<file path="config.mk">
export PLATFORM = sky130hd
export DESIGN_NAME = regfile_wb
export DESIGN_NICKNAME = d
export VERILOG_FILES = /design/src/rtl/regfile_wb.sv
export SDC_FILE = /design/constraint.sdc
export NUM_CORES = 2
export LEC_CHECK = 0
export CAP_MARGIN = 20
export CORE_MARGIN = 4
export CORE_UTILIZATION = 40
export DETAILED_ROUTE_END_ITERATION = 6
export PLACE_DENSITY = 0.56
export SYNTH_ARGS = -nofsm -noshare
export SYNTH_HDL_FRONTEND = slang
export SYNTH_SLANG_ARGS = --single-unit
</file>
<file path="constraint.sdc">
create_clock -name clk -period 2.5 [get_ports clk]
set_input_delay 0.375 -clock clk [delete_from_list [all_inputs] [get_ports clk]]
set_output_delay 0.375 -clock clk [all_outputs]
set_load 0.1 [all_outputs]
</file>
<file path="src/rtl/regfile_wb.sv">
// RV32I integer register file with write-back port and a one-deep load scoreboard.
// Optional same-cycle write/load-return bypass is enabled by defining REGFILE_BYPASS_EN.
module regfile_wb #(
  parameter int XLEN = 32,
  parameter int AW   = 5
) (
  input  logic            clk,
  input  logic            rst_n,
  input  logic [AW-1:0]   rs1_addr,
  input  logic [AW-1:0]   rs2_addr,
  output logic [XLEN-1:0] rv1,
  output logic [XLEN-1:0] rv2,
  input  logic            wr_en,
  input  logic [AW-1:0]   wr_addr,
  input  logic [XLEN-1:0] wr_data,
  input  logic            ld_issue,
  input  logic [AW-1:0]   ld_rd,
  input  logic            ld_valid,
  input  logic [XLEN-1:0] ld_data,
  output logic            ld_ready,
  output logic            stall,
  output logic            busy
);

  localparam int NREG = 1 << AW;

  typedef enum logic {IDLE, PEND} state_t;

  state_t          r_state, w_state_nxt;
  logic [AW-1:0]   r_pend_rd, w_pend_rd_nxt;
  logic            r_kill, w_kill_nxt;
  logic [XLEN-1:0] r_regs [NREG];

  logic            w_pend;
  logic            w_ld_commit;
  logic            w_rd_match;
  logic            w_use_hazard;

  assign w_pend      = (r_state == PEND);
  // Returned load data is written only if no younger write has claimed the register.
  assign w_ld_commit = w_pend && ld_valid && !r_kill && (r_pend_rd != '0);
  assign w_rd_match  = (r_pend_rd != '0) &&
                       ((rs1_addr == r_pend_rd) || (rs2_addr == r_pend_rd));

`ifdef REGFILE_BYPASS_EN
  assign w_use_hazard = w_pend && !ld_valid && w_rd_match;
`else
  assign w_use_hazard = w_pend && w_rd_match;
`endif

  always_ff @(posedge clk or negedge rst_n) begin
    if (!rst_n) begin
      r_state   <= IDLE;
      r_pend_rd <= '0;
      r_kill    <= 1'b0;
    end else begin
      r_state   <= w_state_nxt;
      r_pend_rd <= w_pend_rd_nxt;
      r_kill    <= w_kill_nxt;
    end
  end

  always_comb begin
    w_state_nxt   = r_state;
    w_pend_rd_nxt = r_pend_rd;
    w_kill_nxt    = r_kill;
    ld_ready      = 1'b0;
    busy          = 1'b0;
    stall         = w_use_hazard;
    case (r_state)
      IDLE: begin
        if (ld_issue) begin
          w_state_nxt   = PEND;
          w_pend_rd_nxt = ld_rd;
          w_kill_nxt    = 1'b0;
        end
      end
      PEND: begin
        ld_ready = 1'b1;
        busy     = 1'b1;
        // A second load cannot be accepted while one is in flight.
        if (ld_issue) stall = 1'b1;
        if (wr_en && (wr_addr == r_pend_rd)) w_kill_nxt = 1'b1;
        if (ld_valid) w_state_nxt = IDLE;
      end
      default: w_state_nxt = IDLE;
    endcase
  end

  // x0 is never written, so it stays at its reset value of zero.
  always_ff @(posedge clk or negedge rst_n) begin
    if (!rst_n) begin
      for (int i = 0; i < NREG; i++) r_regs[i] <= '0;
    end else begin
      for (int i = 1; i < NREG; i++) begin
        if (wr_en && (wr_addr == AW'(i))) begin
          r_regs[i] <= wr_data;
        end else if (w_ld_commit && (r_pend_rd == AW'(i))) begin
          r_regs[i] <= ld_data;
        end
      end
    end
  end

`ifdef REGFILE_BYPASS_EN
  // The ALU write-back is younger than the load, so it takes priority in the bypass.
  assign rv1 = (rs1_addr == '0)                            ? '0 :
               (wr_en && (wr_addr == rs1_addr))            ? wr_data :
               (w_ld_commit && (r_pend_rd == rs1_addr))    ? ld_data :
                                                             r_regs[rs1_addr];
  assign rv2 = (rs2_addr == '0)                            ? '0 :
               (wr_en && (wr_addr == rs2_addr))            ? wr_data :
               (w_ld_commit && (r_pend_rd == rs2_addr))    ? ld_data :
                                                             r_regs[rs2_addr];
`else
  assign rv1 = (rs1_addr == '0) ? '0 : r_regs[rs1_addr];
  assign rv2 = (rs2_addr == '0) ? '0 : r_regs[rs2_addr];
`endif

endmodule

</file>
# Word-level counts from Yosys, hierarchy flattened

Index checks and enable logic that the tools add are counted.

Bits in registers: 999
Bits of input ports: 89
Output and inout port bits: 67
Word-level logic and storage cells: 291

Magnitude comparators: 2
Eq/ne operators: 67
Muxes and demuxes: 79
Bitwise gates (word level): 3
Reduce and logical (&&, ||, !) cells: 106

Operators with widths:

| operator                                       | number |
|---|---|
| two-way mux 32 bit                             | 68 |
| binary-select mux 32 bit (select 5 bit)        | 2 |
| == test 5 bit (second input constant)          | 32 |
| == test 5 x 4 -> 1 bit (second input constant) | 16 |
| logical AND 1 bit                              | 68 |
| nonzero test 2 bit                             | 31 |
| == test 5 x 3 -> 1 bit (second input constant) | 8 |
| == test 5 x 2 -> 1 bit (second input constant) | 4 |
| == test 5 bit                                  | 3 |
| >= comparator 6 bit (second input constant)    | 2 |
| inverter 5 -> 6 bit                            | 2 |
| == test 5 x 1 -> 1 bit (second input constant) | 2 |
| zero test 5 bit                                | 2 |
| two-way mux 1 bit                              | 7 |
| nonzero test 5 bit                             | 1 |
| one-hot mux 1 bit (2 select lines)             | 2 |
| AND reduction 2 bit                            | 2 |
| != test 2 x 1 -> 1 bit (second input constant) | 1 |
| != test 2 bit (second input constant)          | 1 |
| zero test 1 bit                                | 1 |
| logical OR 1 bit                               | 1 |
| inverter 1 bit                                 | 1 |

# Longest topological paths before layout

Depth in word-level cells: 6
Gate-level depth with buffers: 8
Mapped depth without buffers: 4

# Worst setup path after synthesis

Ideal clock, no wire load.

Path type: in2out
Start point: in rs1_addr[0]
End point: out rv1[31]
Data arrival time: 4.444 ns
Data required time: 2.125 ns
Slack: -2.319 ns
Stages: 7
Buffers on the path: 4
Cells stage by stage: buf_2 > buf_4 > buf_4 > buf_4 > nand2_1 > o221a_2 > nor4b_1

Cells in the longest elaborated chain, start to end: 5
Elaborated cells on any way between the ends: 6
Classes of those cells: mux: 4; bitwise: 1; reduce/logical: 1

Ends and longest elaborated chain:

| item                                                  | line | text |
|---|---|---|
| start: declaration                                    | 9    | `input logic [AW-1:0] rs1_addr,` |
| inverter 5 -> 6 bit (implied by the code)             | 116  | `assign rv1 = (rs1_addr == '0) ? '0 : r_regs[rs1_addr];` |
| binary-select mux 32 bit (select 5 bit)               | 116  |  |
| two-way mux 32 bit (implied by the code) (2 in a row) | 116  |  |
| two-way mux 32 bit (*)                                | 116  |  |
| end: declaration                                      | 11   | `output logic [XLEN-1:0] rv1,` |

Every way passes the cells marked *; elsewhere a longest branch is shown, timed or not. The select of a mux whose other input is x is not followed.

# Final worst setup path

Start point: reg r_regs[881] in the netlist's numbering
End point: out rv1[17]

Cells in the longest elaborated chain, start to end: 4

Ends and longest elaborated chain:

| item                                                  | line | text |
|---|---|---|
| start: declaration                                    | 32   | `logic [XLEN-1:0] r_regs [NREG];` |
| start signal: indexed assignment                      | 97   | `r_regs[i] <= wr_data;` |
| start signal: indexed assignment                      | 99   | `r_regs[i] <= ld_data;` |
| binary-select mux 32 bit (select 5 bit)               | 116  |  |
| two-way mux 32 bit (implied by the code) (2 in a row) | 116  |  |
| two-way mux 32 bit                                    | 116  |  |

Every way passes these cells. The select of a mux whose other input is x is not followed.

==> flow_metrics.env <==
export IMPL_reg2reg_slack_ns=0.37
export IMPL_r2r_depth=5
export IMPL_syn_area_um2=63710
export IMPL_cp_cell_sequence="mux2_4 -> o22ai_2 -> or3_4 -> a211oi_4 -> buf_12 -> buf_12"
export IMPL_place_port_buffers=155
export IMPL_timing_final_max_slew_violations=0
export IMPL_setup_worst_path_start_class="flip-flop"
export IMPL_clock_transition_at_the_registers_of_the_reported_paths_ns=0.06
export IMPL_cts_root_buf="sky130_fd_sc_hd__clkbuf_16"
export IMPL_antenna_violations_before_repair=6
export IMPL_slowest_delay_ns=0.53
export IMPL_relSlewSlack_pct=32.00
export IMPL_hold_path_class="in -> async"
export IMPL_clock_tree_htree_level_count=3
export IMPL_worst_path_max_delay_cell="sky130_fd_sc_hd__a211oi_4"
export IMPL_yosys_cell_count_top_type="sky130_fd_sc_hd__mux2i_1"
export IMPL_floorplan_die_width_um=407.1
export IMPL_cts_buffer_depth=3
export IMPL_synth_ff_latch_count=999
export IMPL_overflow_after_grt=0
export IMPL_core_rowCount=146
export IMPL_layout_area_overhead_vs_synth_pct=27.58
export IMPL_grt_total_usage_pct=32.92
export IMPL_gp_congestion=0.9674
export IMPL_timing_hold_violations_final=0
export IMPL_power_density_cell_area_nw_per_um2=925.6
export IMPL_finalNetCount=6855
export IMPL_worstPathMaxFanout=3
export IMPL_cp_end_kind="primary output"
export IMPL_ioPinCount=156
export IMPL_grt_setup_unrepaired="yes"
export IMPL_worst_slew_pin_transition_ns=1.016
export IMPL_grt_pass1_vias=55730
export IMPL_initial_core_util_pct=40.23
export IMPL_worstSetupPathDepth=6
export IMPL_path_class="reg -> out"
export IMPL_finalCriticalPeriod_ns=3.011
export IMPL_dr_pass1_iters=6
export IMPL_synth_warn=32
export IMPL_floorplan_core_area_um2=158400
export IMPL_route_vias_total=55980
export IMPL_worstSkewPairLatency_ns=0.76
export IMPL_height_of_the_chip_um=407.1
export IMPL_synth_commonest_cells="1569 x sky130_fd_sc_hd__mux2i_1, 999 x sky130_fd_sc_hd__dfrtp_1, 531 x sky130_fd_sc_hd__nand2_1"
export IMPL_clkSinkCount=999
export IMPL_totalPowerFinal_mw=75.23
export IMPL_synth_enable_flop_cells=0
export IMPL_setup_violations=65
export IMPL_floorplan_die_area_um2=165700
export IMPL_irDropWorstVdd_mv=0.7641
export IMPL_ys_flop_type="sky130_fd_sc_hd__dfrtp_1"
export IMPL_wirelength_um=276800
export IMPL_worstPathRequired_ns=2.12
export IMPL_routedWlPerCell_um=31.01
export IMPL_setup_total_negative_slack_ns=-15.03
export IMPL_worst_clock_skew_ns=0.04959
export IMPL_critPathMostFrequentCell="sky130_fd_sc_hd__buf_12"
export IMPL_power_static_leakage_nw=37.53
export IMPL_post_synth_inst_count=6452
export IMPL_dp_slack_ns=-0.6725
export IMPL_yosys_top_cells_area="sky130_fd_sc_hd__dfrtp_1 39%, sky130_fd_sc_hd__mux2i_1 25%, sky130_fd_sc_hd__mux4_2 4.5%"
export IMPL_drv_max_cap_violation_count=0
export IMPL_synth_top_area_share_pct=39.24
export IMPL_cts_inserted_buffers=113
export IMPL_ant_nets=0
export IMPL_synth_async_reset_ratio_pct=100.0
export IMPL_critPathBufInv=2
export IMPL_cts_tree="built"
export IMPL_drive_gt1_share_pct=25.61
export IMPL_grt_first_pass_wirelength_um=400000
export IMPL_avgViaCountPerCell=6.270
export IMPL_setup_ws_ns=-0.5109
export IMPL_fin_util_pct=51.32
export IMPL_finalCritPeriodShare_pct=120.4
export IMPL_detailedRoute_firstIterationViolations=5897
export IMPL_detail_route_drc_violations=0
export IMPL_failed_checks="negative setup slack"
export IMPL_fmax_ghz=0.3321
export IMPL_outcome="complete, but fails checks"
export IMPL_fillCellCount=14050
export IMPL_pin_count_of_the_biggest_net_entering_global_routing=100
export IMPL_post_synth_num_cell_types=57
export IMPL_synth_sequential_area_ratio_pct=39.24
export IMPL_critical_path_arrival_ns=2.64
export IMPL_yosys_area_top_type="sky130_fd_sc_hd__dfrtp_1"
export IMPL_postSynthNetCount=6541
export IMPL_place_hpwl_um=187400
export IMPL_syn_mean_instance_area_um2=9.875
export IMPL_critPathTopFamily="compound AO/OA/AOI/OAI gates"
## power breakdown
group          switching, mW  internal (mW)  total, mW
Combinational           14.8           13.2       27.9
Clock                   7.38           9.77       17.2
Sequential              6.41           23.7       30.1
## cell families after synthesis
| logic type | Yosys count | share of synthesized area [%] |
|---|---|---|
| multiplexers | 1829 | 31.51 |
| AO/OA/AOI/OAI | 1537 | 14.37 |
| AND/OR/NAND/NOR | 1319 | 8.941 |
| flip-flops | 999 | 39.24 |
| buffers and inverters | 753 | 5.740 |
| XOR/XNOR | 15 | 0.2062 |
## worst register-to-register path: stages, from the launching register on
cell,delay (ns)
sky130_fd_sc_hd__dfrtp_2,0.41
sky130_fd_sc_hd__buf_4,0.20
sky130_fd_sc_hd__nor2b_1,0.61
sky130_fd_sc_hd__a32oi_4,0.33
sky130_fd_sc_hd__buf_12,0.27
sky130_fd_sc_hd__o21ai_0,0.25
## per-layer routing
layer | vias to the layer above | track usage [%] | wire [µm]
li1 | 24050 | - | -
met1 | 28240 | 42.52 | 110700
met2 | 2848 | 50.93 | 123300
met3 | 829 | 6.482 | 22330
met4 | 4 | 20.24 | 20440
met5 | - | 0 | 26
## metrics by stage
step | instances | hold slack, ns | cell area, µm²
after floorplan | 6452 | 0.07941 | 65400
after global placement | 8671 | 0.3488 | 75820
after detailed placement | 8671 | 0.3494 | 75820
after CTS | 8908 | 0.1536 | 80910
after global routing | 8924 | 0.1830 | 81270
final | 8927 | 0.1609 | 81280
## repair_timing
| item | in CTS | in global routing |
|---|---|---|
| pin swaps | 111 | 48 |
| hold buffers | 1 | 0 |
| gates resized for setup | 223 | 46 |
| setup endpoints to repair | 65 | 65 |
| hold endpoints to repair | 104 | 0 |
| setup buffers | 63 | 21 |
## final timing paths
path                              start      endpoint
setup / recovery            r_regs[881]       rv1[17]
hold / removal                    rst_n   r_regs[157]
setup reg to reg           r_pend_rd[1]   r_regs[421]
hold reg to reg             r_regs[927]   r_regs[927]
max in group asynchronous         rst_n   r_regs[814]
min in group clk               ld_rd[4]  r_pend_rd[4]
## area by class of cell
type	instances	area (µm²)	area share, %
multi-input combinational	4700	38210	47.01
sequential	999	25010	30.76
timing repair buffer	949	11730	14.43
clock buffer	172	3462	4.259
tap	2072	2592	3.190
clock inverter	29	264.0	0.3248
inverter	3	11.26	0.01385
antenna	3	7.507	0.009236
## layout by cell type, fill, tap and decap left out, drive strengths merged, types with 44 or more instances in the layout
cell	Yosys	routed
o22ai	288	288
clkbuf	331	172
dfrtp	999	999
clkdlybuf4s50	0	77
nand2	537	537
mux4	128	128
buf	419	867
a22oi	64	64
nor2b	44	44
mux2	132	132
nor2	497	497
nor3	130	130
a211oi	63	63
mux2i	1569	1569
o21ai	512	512
a21oi	512	512
## flip-flops by register name, summed over array words and instances, names as in the netlist
register and count:
r_state 1, r_kill 1, r_pend_rd 5, r_regs 992
No activity file was read; power rests on OpenSTA's default activity.
